### src/rtl/mem_arbiter_if.sv
// Bundle of requester, response and shared-memory-port signals around mem_arbiter.
// The arbiter uses the slave view; requesters and the memory model use the master view.
interface mem_arbiter_if;
    logic        if_req;
    logic [31:0] if_addr;
    logic        if_ack;
    logic [31:0] if_rdata;
    logic        if_err;

    logic        mem_req;
    logic        mem_we;
    logic [3:0]  mem_sel;
    logic [31:0] mem_addr;
    logic [31:0] mem_wdata;
    logic        mem_ack;
    logic [31:0] mem_rdata;
    logic        mem_err;

    logic        bus_req;
    logic        bus_we;
    logic [3:0]  bus_sel;
    logic [31:0] bus_addr;
    logic [31:0] bus_wdata;
    logic        bus_ack;
    logic [31:0] bus_rdata;

    logic        stallreq;

    modport slave (
        input  if_req, if_addr, mem_req, mem_we, mem_sel, mem_addr, mem_wdata,
               bus_ack, bus_rdata,
        output if_ack, if_rdata, if_err, mem_ack, mem_rdata, mem_err,
               bus_req, bus_we, bus_sel, bus_addr, bus_wdata, stallreq
    );

    modport master (
        output if_req, if_addr, mem_req, mem_we, mem_sel, mem_addr, mem_wdata,
               bus_ack, bus_rdata,
        input  if_ack, if_rdata, if_err, mem_ack, mem_rdata, mem_err,
               bus_req, bus_we, bus_sel, bus_addr, bus_wdata, stallreq
    );
endinterface

### src/rtl/mem_arbiter.sv
// Fixed-priority (data over fetch) arbiter sharing one memory port between two requesters.
// Define ARB_TIMEOUT_EN to abort transactions that see no bus_ack within TIMEOUT_CYC cycles.
module mem_arbiter #(
    parameter int unsigned TIMEOUT_CYC = 15
) (
    input  logic          clk,
    input  logic          rst,
    mem_arbiter_if.slave  io
);

    if (TIMEOUT_CYC < 1 || TIMEOUT_CYC > 15) begin : g_bad_timeout
        $error("mem_arbiter: TIMEOUT_CYC must be in 1..15");
    end

    typedef enum logic [1:0] {IDLE, GNT_MEM, GNT_IF} state_e;

    state_e      state_q, state_d;
    logic        we_q, we_d;
    logic [3:0]  sel_q, sel_d;
    logic [31:0] addr_q, addr_d;
    logic [31:0] wdata_q, wdata_d;
    logic        if_ack_q, if_ack_d;
    logic        mem_ack_q, mem_ack_d;
    logic [31:0] if_rdata_q, if_rdata_d;
    logic [31:0] mem_rdata_q, mem_rdata_d;
    logic        if_err_q, if_err_d;
    logic        mem_err_q, mem_err_d;
    logic        if_go, mem_go;
    logic        timeout;

    // A requester whose ack is showing cannot be granted again in that same cycle.
    assign if_go  = io.if_req  & ~if_ack_q;
    assign mem_go = io.mem_req & ~mem_ack_q;

`ifdef ARB_TIMEOUT_EN
    logic [3:0] cnt_q, cnt_d;
    assign timeout = (state_q != IDLE) && !io.bus_ack && (cnt_q == 4'(TIMEOUT_CYC - 1));
`else
    assign timeout = 1'b0;
`endif

    always_ff @(posedge clk) begin
        if (!rst) begin
            state_q     <= IDLE;
            we_q        <= 1'b0;
            sel_q       <= '0;
            addr_q      <= '0;
            wdata_q     <= '0;
            if_ack_q    <= 1'b0;
            mem_ack_q   <= 1'b0;
            if_rdata_q  <= '0;
            mem_rdata_q <= '0;
            if_err_q    <= 1'b0;
            mem_err_q   <= 1'b0;
`ifdef ARB_TIMEOUT_EN
            cnt_q       <= '0;
`endif
        end else begin
            state_q     <= state_d;
            we_q        <= we_d;
            sel_q       <= sel_d;
            addr_q      <= addr_d;
            wdata_q     <= wdata_d;
            if_ack_q    <= if_ack_d;
            mem_ack_q   <= mem_ack_d;
            if_rdata_q  <= if_rdata_d;
            mem_rdata_q <= mem_rdata_d;
            if_err_q    <= if_err_d;
            mem_err_q   <= mem_err_d;
`ifdef ARB_TIMEOUT_EN
            cnt_q       <= cnt_d;
`endif
        end
    end

    always_comb begin
        state_d = state_q;
        case (state_q)
            IDLE: begin
                if (mem_go)     state_d = GNT_MEM;
                else if (if_go) state_d = GNT_IF;
            end
            GNT_MEM, GNT_IF: begin
                if (io.bus_ack || timeout) state_d = IDLE;
            end
            default: state_d = IDLE;
        endcase
    end

    always_comb begin
        we_d        = we_q;
        sel_d       = sel_q;
        addr_d      = addr_q;
        wdata_d     = wdata_q;
        if_ack_d    = 1'b0;
        mem_ack_d   = 1'b0;
        if_err_d    = 1'b0;
        mem_err_d   = 1'b0;
        if_rdata_d  = if_rdata_q;
        mem_rdata_d = mem_rdata_q;
`ifdef ARB_TIMEOUT_EN
        cnt_d       = '0;
        if (state_q != IDLE && !io.bus_ack) cnt_d = cnt_q + 4'd1;
`endif
        case (state_q)
            IDLE: begin
                if (state_d == GNT_MEM) begin
                    we_d    = io.mem_we;
                    sel_d   = io.mem_sel;
                    addr_d  = io.mem_addr;
                    wdata_d = io.mem_wdata;
                end else if (state_d == GNT_IF) begin
                    we_d    = 1'b0;
                    sel_d   = 4'b1111;
                    addr_d  = io.if_addr;
                    wdata_d = '0;
                end
            end
            GNT_MEM: begin
                if (io.bus_ack) begin
                    mem_ack_d = 1'b1;
                    if (!we_q) mem_rdata_d = io.bus_rdata;
                end else if (timeout) begin
                    mem_ack_d   = 1'b1;
                    mem_err_d   = 1'b1;
                    mem_rdata_d = '0;
                end
            end
            GNT_IF: begin
                if (io.bus_ack) begin
                    if_ack_d   = 1'b1;
                    if_rdata_d = io.bus_rdata;
                end else if (timeout) begin
                    if_ack_d   = 1'b1;
                    if_err_d   = 1'b1;
                    if_rdata_d = '0;
                end
            end
            default: ;
        endcase
    end

    assign io.bus_req   = (state_q != IDLE);
    assign io.bus_we    = (state_q != IDLE) & we_q;
    assign io.bus_sel   = sel_q;
    assign io.bus_addr  = addr_q;
    assign io.bus_wdata = wdata_q;
    assign io.if_ack    = if_ack_q;
    assign io.mem_ack   = mem_ack_q;
    assign io.if_rdata  = if_rdata_q;
    assign io.mem_rdata = mem_rdata_q;
    assign io.if_err    = if_err_q;
    assign io.mem_err   = mem_err_q;
    assign io.stallreq  = (io.if_req & ~if_ack_q) | (io.mem_req & ~mem_ack_q);

endmodule

### src/flat_wrapper.sv
// flat-port wrapper written by rule: the top's interface ports become plain ports
module mem_arbiter_flat 
#(
    parameter int unsigned TIMEOUT_CYC = 15
)
  (clk, rst, io_if_req, io_if_addr, io_mem_req, io_mem_we, io_mem_sel, io_mem_addr, io_mem_wdata, io_bus_ack, io_bus_rdata, io_if_ack, io_if_rdata, io_if_err, io_mem_ack, io_mem_rdata, io_mem_err, io_bus_req, io_bus_we, io_bus_sel, io_bus_addr, io_bus_wdata, io_stallreq);
  mem_arbiter_if io_i ();
  input  logic clk;
  input  logic rst;
  input wire logic [$bits(io_i.if_req)-1:0] io_if_req;
  input wire logic [$bits(io_i.if_addr)-1:0] io_if_addr;
  input wire logic [$bits(io_i.mem_req)-1:0] io_mem_req;
  input wire logic [$bits(io_i.mem_we)-1:0] io_mem_we;
  input wire logic [$bits(io_i.mem_sel)-1:0] io_mem_sel;
  input wire logic [$bits(io_i.mem_addr)-1:0] io_mem_addr;
  input wire logic [$bits(io_i.mem_wdata)-1:0] io_mem_wdata;
  input wire logic [$bits(io_i.bus_ack)-1:0] io_bus_ack;
  input wire logic [$bits(io_i.bus_rdata)-1:0] io_bus_rdata;
  output wire logic [$bits(io_i.if_ack)-1:0] io_if_ack;
  output wire logic [$bits(io_i.if_rdata)-1:0] io_if_rdata;
  output wire logic [$bits(io_i.if_err)-1:0] io_if_err;
  output wire logic [$bits(io_i.mem_ack)-1:0] io_mem_ack;
  output wire logic [$bits(io_i.mem_rdata)-1:0] io_mem_rdata;
  output wire logic [$bits(io_i.mem_err)-1:0] io_mem_err;
  output wire logic [$bits(io_i.bus_req)-1:0] io_bus_req;
  output wire logic [$bits(io_i.bus_we)-1:0] io_bus_we;
  output wire logic [$bits(io_i.bus_sel)-1:0] io_bus_sel;
  output wire logic [$bits(io_i.bus_addr)-1:0] io_bus_addr;
  output wire logic [$bits(io_i.bus_wdata)-1:0] io_bus_wdata;
  output wire logic [$bits(io_i.stallreq)-1:0] io_stallreq;
  assign io_i.if_req = io_if_req;
  assign io_i.if_addr = io_if_addr;
  assign io_i.mem_req = io_mem_req;
  assign io_i.mem_we = io_mem_we;
  assign io_i.mem_sel = io_mem_sel;
  assign io_i.mem_addr = io_mem_addr;
  assign io_i.mem_wdata = io_mem_wdata;
  assign io_i.bus_ack = io_bus_ack;
  assign io_i.bus_rdata = io_bus_rdata;
  assign io_if_ack = io_i.if_ack;
  assign io_if_rdata = io_i.if_rdata;
  assign io_if_err = io_i.if_err;
  assign io_mem_ack = io_i.mem_ack;
  assign io_mem_rdata = io_i.mem_rdata;
  assign io_mem_err = io_i.mem_err;
  assign io_bus_req = io_i.bus_req;
  assign io_bus_we = io_i.bus_we;
  assign io_bus_sel = io_i.bus_sel;
  assign io_bus_addr = io_i.bus_addr;
  assign io_bus_wdata = io_i.bus_wdata;
  assign io_stallreq = io_i.stallreq;
  mem_arbiter #(.TIMEOUT_CYC(TIMEOUT_CYC)) u_core (.clk(clk), .rst(rst), .io(io_i));
endmodule
### config.mk
export PLATFORM = sky130hd
export DESIGN_NAME = mem_arbiter_flat
export DESIGN_NICKNAME = d
export VERILOG_FILES = /design/src/rtl/mem_arbiter_if.sv /design/src/rtl/mem_arbiter.sv /design/src/flat_wrapper.sv
export SDC_FILE = /design/constraint.sdc
export NUM_CORES = 1
export LEC_CHECK = 0
export ABC_AREA = 0
export BUFFER_PORTS_ARGS = -buffer_cell sky130_fd_sc_hd__buf_2
export CORE_ASPECT_RATIO = 1.75
export CORE_MARGIN = 1
export CORE_UTILIZATION = 45
export DETAILED_ROUTE_END_ITERATION = 6
export PLACE_DENSITY = 0.88
export SLEW_MARGIN = 0
export SYNTH_ARGS = -nofsm -noshare
export SYNTH_HDL_FRONTEND = slang
export SYNTH_SLANG_ARGS = --single-unit
export TNS_END_PERCENT = 5
### constraint.sdc
create_clock -name clk -period 5.3 [get_ports clk]
set_input_delay 0.53 -clock clk [delete_from_list [all_inputs] [get_ports clk]]
set_output_delay 0.53 -clock clk [all_outputs]
set_load 0.01 [all_outputs]
==> key figures <==
Power and ir drop
  – Leakage power: approximately 3.3 nW
  – Switch Pwr: a little over 0.9 mW
  – Internal power: between 2 and 2.5 mW
  – PwrDens: approximately 400 nW/um2
  – Seq pwr share: between 30 and 40%
  – Sw Share: 30.65%
  – Worst VDD drop: about 0.00024 V
  – Clk network pwr share: between 30 and 40%
  – Power Total: just under 3 mW
  – Combinational fraction of design power: 20.6%

Layout
  – Layout cells sized above 1: a little over a third
  – Post-layout nets: 1051
  – # diodes: 0
  – Commonest non-fill, non-tap cells in the layout: buf_2 (274), nand2_1 (164), dfxtp_1 (137), a21oi_1 (129), nand3_1 (33)
  – Most common cell after layout, fill and taps aside: buf_2
  – Final instance area: roughly 7400 um2
  – Area growth syn-to-layout: 36.12%
  – Layout fillers: ~1100

Clock tree
  – CTS max path bufs: 2
  – Cts hold-fix bufs: 0
  – TritonCTS clock tree: done
  – Clock slew seen by the registers of the worst setup and hold paths: approximately 0.07 ns
  – Clk_lat worst skew: just over 0.4 ns
  – CTS Buf Count: 17
  – Post-CTS Setup Repair Bufs: 0
  – Cts repair resizes: 0
  – Root buf cell: clkbuf_16
  – H-Tree Depth: 4
  – # clock sinks: 137

Drt
  – DR vias: 5869
  – Via-to-Cell Ratio: 5.558
  – DRT Pass-1 Iters: 5
  – Post-route DRC: 0
  – Routed wl met2: 8623 um
  – WL/cell: 16.00 um
  – Final WL: between 15000 and 20000 um
  – Initial DRC Count: around 350
  – ANT nets after route: 0
  – Top Metal Used: met4
  – Metal3 WL: ~1100 um
  – Met1 WL: about 6400 um

Hold path
  – HP Class: in -> reg

Worst setup path
  – WP depth: 11
  – FF-to-FF setup slack: 1.37 ns
  – Worst Path Buf+Inv: 4
  – CP max FO: 38
  – Worst setup startpoint: u_core.state_q[0]$_SDFF_PN0_
  – Critical Path RT: approximately 5.6 ns
  – Slowest stage delay, CP: 0.53 ns
  – WP data arrival: around 4.3 ns
  – Startpoint Class: flip-flop
  – RR Startpoint: u_core.state_q[0]$_SDFF_PN0_
  – Crit path max-delay family: buffers and inverters
  – Setup crit end: u_core.io.bus_wdata[2]$_SDFFE_PN0P_
  – CP Class: reg -> reg
  – CP endpoint kind: flip-flop
  – R2R Path End: u_core.io.bus_wdata[2]$_SDFFE_PN0P_
  – Worst reg-to-reg path cell count: 11
  – Critical path's slowest cell: nor2_4
  – Critical path, cell by cell: inv_1, ha_1, and4bb_1, a311oi_4, buf_4, inv_2, ha_1, nor2_4, buf_4, nand3_1, a21oi_1

Timing
  – Setup Skew: roughly 0.012 ns
  – Final setup violation count: 0
  – Worst-margin pin slew: about 1.2 ns
  – Final Hold Vio Count: 0
  – Worst slew margin: 22.95%
  – Final period util: about 74%
  – Peak Freq: 254.3 MHz
  – Slew Viols, Final: 0
  – Final setup TNS: 0 ns
  – Crit path time final: a little under 4 ns
  – RSZ-0062 raised after global routing: false

Synth
  – Synth top area cells: dfxtp_1 (50%), a21oi_1 (12%), nand2_1 (11%)
  – Synth area leader: dfxtp_1
  – Syn Inst Count: ~670
  – Syn. warnings: 0
  – Register bit total from synthesis: roughly 140
  – FFs w/ async S/R, synth: 0%
  – Post-synth cell types: 29
  – Synthesized area per cell: 8.095 um2
  – Seq/Total Area, Yosys: about half
  – Post-synth EDFFs: 0
  – Mapped Area: 5431 um2
  – Post-synth top area share: between 50 and 60%
  – Main synth FF type: dfxtp_1

Global routing
  – Vias in the first global route: between 5000 and 6000
  – First-pass GRT wire length: 26140 um
  – Largest net degree at the start of global routing: 70
  – GR Overflow Total: 0
  – Initial antenna violation count: 0
  – Total track usage: between 20% and 30%

Floorplanning
  – Initial Util: 46.64%
  – Row cnt: 52
  – Die W: 85.05 um
  – Placeable Area: between 10000 and 15000 um2
  – Die area: between 10000 and 15000 um2
  – IO Pins: 277
  – Die Y-Extent: around 150 um

Placement
  – RePlAce Congestion: between 0.8 and 0.9
  – Post-Place Cell Area: 6802 um2
  – Port bufs: 274
  – Detail Placement HPWL: roughly 12000 um

Run status
  – Status: complete, no violations

Flow run
  – Max-capacitance violation count: 0
-- cell type report --
| type | instances | area, um2 | area share, % |
|---|---|---|---|
| clock buffer | 17 | 425.4 | 5.754 |
| clock inverter | 15 | 166.4 | 2.251 |
| inverter | 5 | 20.02 | 0.2708 |
| multi-input combinational | 463 | 2424 | 32.78 |
| sequential | 137 | 2743 | 37.10 |
| tap | 135 | 168.9 | 2.285 |
| timing repair buffer | 284 | 1446 | 19.56 |
-- through the flow --
step                      hold WS (ns)  setup WS (ns)  std cells  util [%]
after global placement          0.4350          1.570       1024     58.40
after floorplan                 0.4491          2.334        672         -
final                           0.3657          1.368       1056     63.48
after detailed placement        0.4413          1.425       1024     58.40
after global routing            0.3623          1.084       1056     63.48
after CTS                       0.3521          1.418       1056     63.48
-- cell families (layout without fill, tap and decap cells) --
kind of cell,after synthesis,in the layout,synth area share [%]
flip-flops,137,137,50.50
buffers and inverters,72,321,5.275
adder cells (fa/ha/maj),5,5,1.152
AND/OR/NAND/NOR,227,227,17.65
AO/OA/AOI/OAI,229,229,25.36
other,1,2,0.06904
-- worst min-delay path by stage --
stage,slack [ns],to,depth (start not counted),startpoint
2_1_floorplan,0.45,u_core.we_q$_SDFFE_PN0P_,2,u_core.we_q$_SDFFE_PN0P_
3_3_place_gp,0.43,u_core.io.bus_wdata[14]$_SDFFE_PN0P_,2,u_core.io.bus_wdata[14]$_SDFFE_PN0P_
3_5_place_dp,0.44,u_core.io.bus_wdata[0]$_SDFFE_PN0P_,2,u_core.io.bus_wdata[0]$_SDFFE_PN0P_
4_1_cts,0.35,u_core.io.mem_rdata[22]$_SDFFE_PN0P_,3,io_bus_rdata[22]
5_1_grt,0.36,u_core.io.if_rdata[24]$_SDFFE_PN0P_,3,io_bus_rdata[24]
6_report,0.37,u_core.io.bus_addr[12]$_SDFFE_PN0P_,3,io_if_addr[12]
-- sequential cells by signal, summed over array words and instances, names as in the netlist --
| name | cells |
|---|---|
| u_core.io.bus_addr | 32 |
| u_core.io.bus_wdata | 32 |
| u_core.io.if_rdata | 32 |
| u_core.io.mem_rdata | 32 |
| u_core.io.bus_sel | 4 |
| u_core.state_q | 2 |
| u_core.io.if_ack | 1 |
| u_core.io.mem_ack | 1 |
| u_core.we_q | 1 |
-- Yosys cell counts (2+ instances only) --
| library cell | instances |
|---|---|
| a21oi_1 | 129 |
| a41oi_1 | 32 |
| and4bb_1 | 2 |
| buf_2 | 7 |
| buf_4 | 2 |
| clkbuf_1 | 57 |
| dfxtp_1 | 137 |
| ha_1 | 5 |
| inv_1 | 3 |
| nand2_1 | 164 |
| nand2b_1 | 3 |
| nand3_1 | 33 |
| nor2_1 | 10 |
| nor2b_1 | 3 |
| nor3_1 | 4 |
| nor3b_1 | 5 |
| o21ai_0 | 32 |
| o31ai_1 | 32 |
-- routing by layer --
metal / vias to the layer above / GRT usage, %
met4: 0 / 15.76
met5: - / 0
li1: 2822 / -
met1: 2696 / 28.50
met3: 56 / 5.000
met2: 295 / 46.53
-- worst min-delay path: stages --
cell and delay (ns):
buf_2 0.09, o31ai_1 0.05, a21oi_1 0.05
-- power by group through the flow --
| stage | sequential, mW | clock (mW) | combinational, mW |
|---|---|---|---|
| 5_1_grt | 1.19 | 1.23 | 0.672 |
| 6_report | 1.18 | 1.18 | 0.611 |
| 3_5_place_dp | 1.20 | 0 | 0.610 |
| 2_1_floorplan | 1.25 | 0 | 0.328 |
| 3_3_place_gp | 1.20 | 0 | 0.598 |
| 4_1_cts | 1.18 | 1.19 | 0.612 |
No activity file was read; power rests on OpenSTA's default activity.
